$ cat src/rtl/alu_sequencer.sv
// Upstream sequencer for the 8-bit ALU: accepts one decode request at a time, drives the ALU
// handshake, captures flags and issues a register-file writeback.
module alu_sequencer #(
  parameter int unsigned TIMEOUT = 16,
  parameter int unsigned CNT_W   = 5,
  parameter logic [7:0]  NOP_OP  = 8'h00
) (
  input  logic       clk,
  input  logic       rst,
  input  logic       req_valid,
  output logic       req_ready,
  input  logic [7:0] req_op,
  input  logic [7:0] req_a,
  input  logic [7:0] req_b,
  input  logic [1:0] req_dst,
  input  logic       req_wb,
  output logic       alu_start,
  output logic [7:0] alu_cins,
  output logic [7:0] alu_a,
  output logic [7:0] alu_b,
  output logic       alu_oe,
  output logic       alu_carryin,
  input  logic       alu_done,
  input  logic [7:0] alu_out,
  input  logic       alu_carryout,
  input  logic       alu_overout,
  input  logic       alu_cmpo,
  output logic       wb_valid,
  output logic [1:0] wb_dst,
  output logic [7:0] wb_data,
  output logic       flag_c,
  output logic       flag_v,
  output logic       flag_z,
  output logic       flag_n,
  output logic       flag_cmp,
  output logic       err_timeout
);

  localparam logic [7:0] CMP_CLR_OP = 8'h50;

  typedef enum logic [2:0] {
    S_IDLE, S_MODE, S_SETTLE, S_START, S_WAIT_LO, S_WAIT_HI, S_CAPTURE
  } state_t;

  state_t           state_q, state_d;
  logic [7:0]       op_q, op_d, a_q, a_d, b_q, b_d;
  logic [1:0]       dst_q, dst_d;
  logic             wb_q, wb_d;
  logic [CNT_W-1:0] cnt_q, cnt_d, cnt_inc;
  logic             cmp_seen_q, cmp_seen_d;
  logic             req_ready_q, req_ready_d, alu_start_q, alu_start_d, alu_oe_q, alu_oe_d;
  logic [7:0]       alu_cins_q, alu_cins_d, alu_a_q, alu_a_d, alu_b_q, alu_b_d;
  logic             wb_valid_q, wb_valid_d;
  logic [1:0]       wb_dst_q, wb_dst_d;
  logic [7:0]       wb_data_q, wb_data_d;
  logic             flag_c_q, flag_c_d, flag_v_q, flag_v_d, flag_z_q, flag_z_d;
  logic             flag_n_q, flag_n_d, flag_cmp_q, flag_cmp_d;
  logic             err_q, err_d;
  logic             busy_d;

  always_comb begin
    state_d     = state_q;
    op_d        = op_q;
    a_d         = a_q;
    b_d         = b_q;
    dst_d       = dst_q;
    wb_d        = wb_q;
    cnt_d       = cnt_q;
    cnt_inc     = cnt_q + CNT_W'(1);
    cmp_seen_d  = cmp_seen_q;
    wb_valid_d  = 1'b0;
    wb_dst_d    = wb_dst_q;
    wb_data_d   = wb_data_q;
    flag_c_d    = flag_c_q;
    flag_v_d    = flag_v_q;
    flag_z_d    = flag_z_q;
    flag_n_d    = flag_n_q;
    flag_cmp_d  = flag_cmp_q;
    err_d       = 1'b0;

    unique case (state_q)
      S_IDLE: begin
        if (req_valid) begin
          op_d    = req_op;
          a_d     = req_a;
          b_d     = req_b;
          dst_d   = req_dst;
          wb_d    = req_wb;
          state_d = (req_op >= 8'h51 && req_op <= 8'h54) ? S_MODE : S_START;
        end
      end
      S_MODE:   state_d = S_SETTLE;
      S_SETTLE: state_d = S_IDLE;
      S_START: begin
        cnt_d      = '0;
        cmp_seen_d = 1'b0;
        state_d    = S_WAIT_LO;
      end
      S_WAIT_LO, S_WAIT_HI: begin
        cmp_seen_d = cmp_seen_q | alu_cmpo;
        cnt_d      = cnt_inc;
        if (state_q == S_WAIT_LO && !alu_done) begin
          state_d = S_WAIT_HI;
        end else if (state_q == S_WAIT_HI && alu_done) begin
          // Result is sampled on the edge that enters CAPTURE so wb/flags appear during CAPTURE.
          state_d    = S_CAPTURE;
          wb_valid_d = wb_q;
          wb_dst_d   = dst_q;
          wb_data_d  = alu_out;
          flag_c_d   = alu_carryout;
          flag_v_d   = alu_overout;
          flag_z_d   = (alu_out == 8'h00);
          flag_n_d   = alu_out[7];
          if (cmp_seen_d) begin
            flag_cmp_d = (op_q == CMP_CLR_OP) ? 1'b0 : alu_carryout;
          end
        end else if (cnt_inc == CNT_W'(TIMEOUT)) begin
          state_d = S_IDLE;
          err_d   = 1'b1;
        end
      end
      S_CAPTURE: state_d = S_IDLE;
      default:   state_d = S_IDLE;
    endcase

    // Handshake outputs are registered versions of the next-state decode.
    busy_d      = state_d inside {S_START, S_WAIT_LO, S_WAIT_HI, S_CAPTURE};
    req_ready_d = (state_d == S_IDLE);
    alu_start_d = (state_d == S_START);
    alu_oe_d    = (state_d == S_WAIT_HI);
    alu_cins_d  = (busy_d || state_d == S_MODE) ? op_d : NOP_OP;
    alu_a_d     = busy_d ? a_d : 8'h00;
    alu_b_d     = busy_d ? b_d : 8'h00;
  end

  always_ff @(posedge clk or posedge rst) begin
    if (rst) begin
      state_q     <= S_IDLE;
      op_q        <= 8'h00;
      a_q         <= 8'h00;
      b_q         <= 8'h00;
      dst_q       <= 2'd0;
      wb_q        <= 1'b0;
      cnt_q       <= '0;
      cmp_seen_q  <= 1'b0;
      req_ready_q <= 1'b1;
      alu_start_q <= 1'b0;
      alu_oe_q    <= 1'b0;
      alu_cins_q  <= NOP_OP;
      alu_a_q     <= 8'h00;
      alu_b_q     <= 8'h00;
      wb_valid_q  <= 1'b0;
      wb_dst_q    <= 2'd0;
      wb_data_q   <= 8'h00;
      flag_c_q    <= 1'b0;
      flag_v_q    <= 1'b0;
      flag_z_q    <= 1'b0;
      flag_n_q    <= 1'b0;
      flag_cmp_q  <= 1'b0;
      err_q       <= 1'b0;
    end else begin
      state_q     <= state_d;
      op_q        <= op_d;
      a_q         <= a_d;
      b_q         <= b_d;
      dst_q       <= dst_d;
      wb_q        <= wb_d;
      cnt_q       <= cnt_d;
      cmp_seen_q  <= cmp_seen_d;
      req_ready_q <= req_ready_d;
      alu_start_q <= alu_start_d;
      alu_oe_q    <= alu_oe_d;
      alu_cins_q  <= alu_cins_d;
      alu_a_q     <= alu_a_d;
      alu_b_q     <= alu_b_d;
      wb_valid_q  <= wb_valid_d;
      wb_dst_q    <= wb_dst_d;
      wb_data_q   <= wb_data_d;
      flag_c_q    <= flag_c_d;
      flag_v_q    <= flag_v_d;
      flag_z_q    <= flag_z_d;
      flag_n_q    <= flag_n_d;
      flag_cmp_q  <= flag_cmp_d;
      err_q       <= err_d;
    end
  end

  assign req_ready   = req_ready_q;
  assign alu_start   = alu_start_q;
  assign alu_oe      = alu_oe_q;
  assign alu_cins    = alu_cins_q;
  assign alu_a       = alu_a_q;
  assign alu_b       = alu_b_q;
  assign alu_carryin = flag_c_q;
  assign wb_valid    = wb_valid_q;
  assign wb_dst      = wb_dst_q;
  assign wb_data     = wb_data_q;
  assign flag_c      = flag_c_q;
  assign flag_v      = flag_v_q;
  assign flag_z      = flag_z_q;
  assign flag_n      = flag_n_q;
  assign flag_cmp    = flag_cmp_q;
  assign err_timeout = err_q;

endmodule

$ cat config.mk
export PLATFORM = sky130hd
export DESIGN_NAME = alu_sequencer
export DESIGN_NICKNAME = d
export VERILOG_FILES = /design/src/rtl/alu_sequencer.sv
export SDC_FILE = /design/constraint.sdc
export NUM_CORES = 1
export LEC_CHECK = 0
export CORE_MARGIN = 2
export CORE_UTILIZATION = 65
export CTS_BUF_LIST = sky130_fd_sc_hd__clkbuf_8
export CTS_CLUSTER_SIZE = 16
export DETAILED_ROUTE_END_ITERATION = 8
export DONT_BUFFER_PORTS = 1
export MAX_ROUTING_LAYER = met4
export PLACE_DENSITY = 0.81
export SETUP_SLACK_MARGIN = 0.5
export SYNTH_ARGS = -nofsm -noshare
export SYNTH_HDL_FRONTEND = slang
export SYNTH_SLANG_ARGS = --single-unit
$ cat constraint.sdc
create_clock -name clk -period 2.6 [get_ports clk]
set_input_delay 0.26 -clock clk [delete_from_list [all_inputs] [get_ports clk]]
set_output_delay 0.26 -clock clk [all_outputs]
set_load 0.05 [all_outputs]
Word-level counts from Yosys, hierarchy flattened
Index checks and enable logic that the tools add are counted.
{"block": "classes", "addsub": 1, "n_mul": 0, "n_div": 0, "n_lt_le_gt_ge": 2, "eq_ne": 11, "shifts": 0, "muxes": 25, "bitwise_logic": 2, "n_reduce_logical": 14}
{"cell": "$mux 8", "count": 9}
{"cell": "$eq 3x3->1 const B", "count": 5}
{"cell": "$mux 3", "count": 4}
{"cell": "$pmux 3 s4", "count": 1}
{"cell": "$pmux 5 s2", "count": 1}
{"cell": "$eq 8x7->1 const B", "count": 1}
{"cell": "$ge 8x7->1 const B", "count": 1}
{"cell": "$le 8x7->1 const B", "count": 1}
{"cell": "$logic_not 8->1", "count": 1}
{"cell": "$mux 1", "count": 8}
{"cell": "$eq 3x1->1 const B", "count": 2}
{"cell": "$eq 3x2->1 const B", "count": 2}
{"cell": "$logic_not 3->1", "count": 2}
{"cell": "$add 5x1->5 const B", "count": 1}
{"cell": "$eq 5x5->1 const B", "count": 1}
{"cell": "$reduce_and 4->1", "count": 1}
{"cell": "$reduce_bool 4->1", "count": 1}
{"cell": "$logic_and 1x1->1", "count": 3}
{"cell": "$reduce_and 3->1", "count": 1}
{"cell": "$mux 2", "count": 1}
{"cell": "$pmux 1 s2", "count": 1}
{"cell": "$reduce_and 2->1", "count": 1}
{"cell": "$reduce_bool 2->1", "count": 1}
{"cell": "$reduce_or 2->1", "count": 1}
{"cell": "4 further kinds", "count": 4}
{"block": "totals", "reg_bits": 80, "latchBits": 0, "ramBits": 0, "mem_bits_ro": 0, "output_inout_bits": 45, "word_cells": 78, "n_memories": 0}

Longest topological paths before layout
{"block": "logic_depth", "word_depth": 10, "depth_mapped": 7}

Worst setup path before layout
OpenSTA, ideal clock, no wires.
{"block": "synth_path", "path_type": "reg2reg", "start": "reg state_q[1]", "end": "reg alu_cins_q[2] (netlist: alu_cins[2])", "t_arrival_ps": 1480, "required_ps": 2460, "path_slack_ps": 980, "path_stages_with_launch": 6, "period_less_slack_ps": 1620, "cell_sequence": "dfrtp_1 -> buf_6 -> nor4b_4 -> buf_6 -> mux2_2 -> a21boi_2"}
{"block": "synth_via", "word_cells_on_any_way": 22, "classes_between": "eq/ne (9); mux (7); reduce/logical (6)"}
{"item": "start, declared", "line": "45", "rtl": "state_t state_q, state_d;"}
{"item": "start signal, assigned", "line": "162", "rtl": "state_q <= state_d;"}
{"item": "$logic_not 3->1", "line": "81", "rtl": "unique case (state_q)"}
{"item": "$mux 8", "line": "81"}
{"item": "via op_d[2]", "line": "46", "rtl": "logic [7:0] op_q, op_d, a_q, a_d, b_q, b_d;"}
{"item": "$mux 8", "line": "131", "rtl": "alu_cins_d = (busy_d || state_d == S_MODE) ? op_d : NOP_OP;"}
{"item": "via alu_cins_d[2]", "line": "52", "rtl": "logic [7:0] alu_cins_q, alu_cins_d, alu_a_q, alu_a_d, alu_b_q, alu_b_d;"}
{"item": "end signal, assigned", "line": "173", "rtl": "alu_cins_q <= alu_cins_d;"}
{"item": "end, declared", "line": "52"}
The timed path passes the listed nets, and every way through them passes these cells.
A chain may end at the register's enable or synchronous reset.

Worst setup path after layout
{"block": "layout_path", "start": "reg cnt_q[1]", "end": "reg alu_b_q[6] (netlist: alu_b[6])"}
{"block": "layout_via", "elab_chain_len": 9, "word_cells_on_any_way": 12, "classes_between": "add/sub (1); eq/ne (5); mux (5); reduce/logical (1)"}
{"item": "start, declared", "line": "49", "rtl": "logic [CNT_W-1:0] cnt_q, cnt_d, cnt_inc;"}
{"item": "start signal, assigned", "line": "168", "rtl": "cnt_q <= cnt_d;"}
{"item": "$add 5x1->5 *", "line": "69", "rtl": "cnt_inc = cnt_q + CNT_W'(1);"}
{"item": "$eq 5x5->1 *", "line": "117", "rtl": "end else if (cnt_inc == CNT_W'(TIMEOUT)) begin"}
{"item": "$mux 3 *", "line": "117"}
{"item": "$mux 3 *", "line": "104", "rtl": "end else if (state_q == S_WAIT_HI && alu_done) begin"}
{"item": "$mux 3 *", "line": "102", "rtl": "if (state_q == S_WAIT_LO && !alu_done) begin"}
{"item": "$pmux 3 s4 *", "line": "81"}
{"item": "$eq 3x2->1 / $eq 3x3->1 (equally long branches)", "line": "127", "rtl": "busy_d = state_d inside {S_START, S_WAIT_LO, S_WAIT_HI, S_CAPTURE};"}
{"item": "$reduce_bool 4->1 *", "line": "127"}
{"item": "$mux 8 *", "line": "133", "rtl": "alu_b_d = busy_d ? b_d : 8'h00;"}
{"item": "via alu_b_d[6]", "line": "52"}
{"item": "end signal, assigned", "line": "175", "rtl": "alu_b_q <= alu_b_d;"}
{"item": "end, declared", "line": "52"}
Mark *: on every way through the listed nets, which the timed path passes. The rest lies on a longest branch.

==> results.cfg <==
[drt]
wl_per_cell_um = 17.3
drtPass1Iterations = 4
viasPerCell = 5.75
via_count = 1856
detail-route-antenna-nets = 0
totalWireLength_um = 5590
drc = 0
drt_iter0_markers = 79

[finish]
nFillCells = 329
syn2layout_area_growth_pct = 7.01
drive_gt1_frac = 0.188
antennaDiodeCount = 0
stdcell_area_um2 = 3460
fin_nets = 294
fin_util = 0.727
finalNonFillerCells = 323

[synth]
yosysUniqueCellTypes = 47
yosysWarningCount = 0
syn_area_per_cell_um2 = 13.2
syn_nets = 288
synth_area_leader_cell = dfrtp_1
yosys.area.top_type_share = 0.604
synthCells = 245
synth_seq_area_share = 0.613
async_reset_ff_frac = 1.00
synth.area.top_cells = dfrtp_1 60%, mux2_2 5.9%, mux2i_1 5.3%
synth_ff_type = dfrtp_1
ys_top_cells_by_count = 78 x dfrtp_1, 21 x inv_1, 17 x mux2_2, 17 x mux2i_1, 16 x a31oi_1
syn-cell-area_um2 = 3230
synth_most_common_cell = dfrtp_1
synth-edff-count = 0
ys_ff_latch = 79

[setup_path]
end_kind = flip-flop
arrival_ns = 2.06
worstSetupPathType = reg -> reg
crit_path_max_incr_delay_ns = 0.70
cp-start-kind = flip-flop
crit_chain = ha_1 > nand2_1 > o31ai_4 > a31oi_1
worst_ep_required_time_ns = 2.79
cp_max_fo = 17
cpMaxStageDelayCell = o31ai_4

[global_routing]
grt_overflow_total = 0
grtUsageTotal = 0.225
antenna_found_initial = 0
grt_max_degree = 43
first_global_vias = 1835
grt_pass1_wl_um = 8770

[placed_design]
preCtsSetupSlack_ns = 0.552
placed_area_um2 = 3240
dpl.hpwl_um = 3880
placed_cells = 304
place_congestion = 0.869
portBuffers = 0

[timing]
finalCriticalPeriod_ns = 1.88
hold_viol_final = 0
setup_viol = 0
worst_pin_slew_ns = 0.906
fin_ws_ns = 0.724
clock_skew_ns = 0.0122
rsz0062_at_grt = false
max_freq_mhz = 533
min_period_over_period = 0.722
relSlewSlack = 0.396
slew_violations = 0
tns_ns = 0
holdWs_ns = 0.0498

[power_and_ir_drop]
power.density_nw_per_um2 = 1390
p_leak_nw = 1.60
ir_drop_mv = 0.795
power_mw = 4.79
intPower_mw = 2.67
switchingPower_mw = 2.12
pwr-share-seq = 0.599
pwr-share-clk = 0.172
pwr-share-comb = 0.228
p_sw_frac = 0.443

[outcome]
status = finished, final reports clean

[clocking]
cts-buffers-inserted = 9
clk_pin_slew_ns = 0.08
clock-sinks = 79
clockBufferDepth = 2
clk_latency_ns = 0.34
cts_tree = built
cts_root_buf = clkbuf_8
cts_max_level = 3

[floorplan]
core_um2 = 4750
initial_core_util = 0.679
die-area_um2 = 5550
row_count = 25
chipWidth_um = 74.5
num_io_pins = 87
die_h_um = 74.5

[job]
drv_cap = 0

[worst_hold_path]
hold_class = in -> reg
[power by group through the flow]
stage / Combinational [mW] / Sequential [mW] / Clock [mW]
3_5_place_dp: 1.09 / 2.90 / 0
5_1_grt: 1.24 / 2.94 / 0.892
2_1_floorplan: 1.10 / 2.72 / 0
6_report: 1.09 / 2.87 / 0.825
3_3_place_gp: 1.04 / 2.88 / 0
4_1_cts: 1.09 / 2.87 / 0.847
[layout by cell type (no fill, tap or decap), types with 4 or more instances in the layout]
cell type  netlist  final
dfrtp_1         78     78
inv_1           21     22
mux2_2          17     17
mux2i_1         17     17
a31oi_1         16     16
nand2_1         12     12
clkbuf_8         0     12
o21ai_0          9      9
buf_4            5      7
nor2_1           6      6
a21boi_1         6      6
mux2_1           5      5
nor2b_1          4      4
nor4_1           4      4
[cell families (layout without fill, tap and decap cells)]
group,after synthesis,count (layout),synth area share
adders and majority gates,1,1,0.00387
xor gates and xnor gates,3,3,0.00814
buffers and inverters,35,46,0.0647
and+or+nand+nor,40,40,0.0775
AOI/OAI and AO/OA,48,48,0.104
muxes,39,39,0.129
DFF,79,79,0.613
[state kept, by name, summed over array words and instances, names as in the netlist]
signal and cells:
a_q 8, alu_a 8, alu_b 8, alu_cins 8
b_q 8, op_q 8, wb_data 8, cnt_q 5
state_q 3, dst_q 2, wb_dst 2, alu_carryin 1
alu_oe 1, alu_start 1, cmp_seen_q 1, err_timeout 1
flag_cmp 1, flag_v 1, flag_z 1, req_ready 1
wb_q 1, wb_valid 1
[cell type report]
class	count	area (µm²)	area share
clock buffer	12	165	0.0478
clock inverter	4	21.3	0.00615
inverter	21	82.6	0.0239
multi-input combinational	131	1040	0.302
sequential	79	1980	0.572
tap	67	83.8	0.0243
timing repair buffer	9	82.6	0.0239
[routing by layer]
| layer | GRT usage | part of all wire | up-vias |
|---|---|---|---|
| met5 | - | 0 | - |
| met4 | 0.113 | 0.018 | 0 |
| met3 | 0.0623 | 0.075 | 10 |
| met2 | 0.319 | 0.46 | 62 |
| met1 | 0.298 | 0.45 | 919 |
| li1 | - | - | 865 |
[timing repair]
action / CTS / global route
hold buffers: 1 / 0
endpoints found under the hold margin: 36 / 0
buffers inserted: 0 / 2
resized for setup: 0 / 0
setup endpoints to repair: 0 / 33
[path summary, 6_finish.rpt]
check	startpoint	end	slack, ns	cells past startpoint
max	cnt_q[1]	alu_b[6]	0.72	4
min	alu_out[5]	wb_data[5]	0.05	1
max reg2reg	cnt_q[1]	alu_b[6]	0.72	4
min reg2reg	a_q[2]	a_q[2]	0.48	2
max in group asynchronous	rst	alu_cins[7]	1.39	3
min in group asynchronous	rst	alu_a[6]	0.54	2
[critical path: cells and delay by family (launching register included)]
family | cells | cell delay, ns
AOI/OAI and AO/OA | 2 | 0.90
DFF | 1 | 0.42
and+or+nand+nor | 1 | 0.16
adders and majority gates | 1 | 0.24
Power figures use the tool's default switching activity.
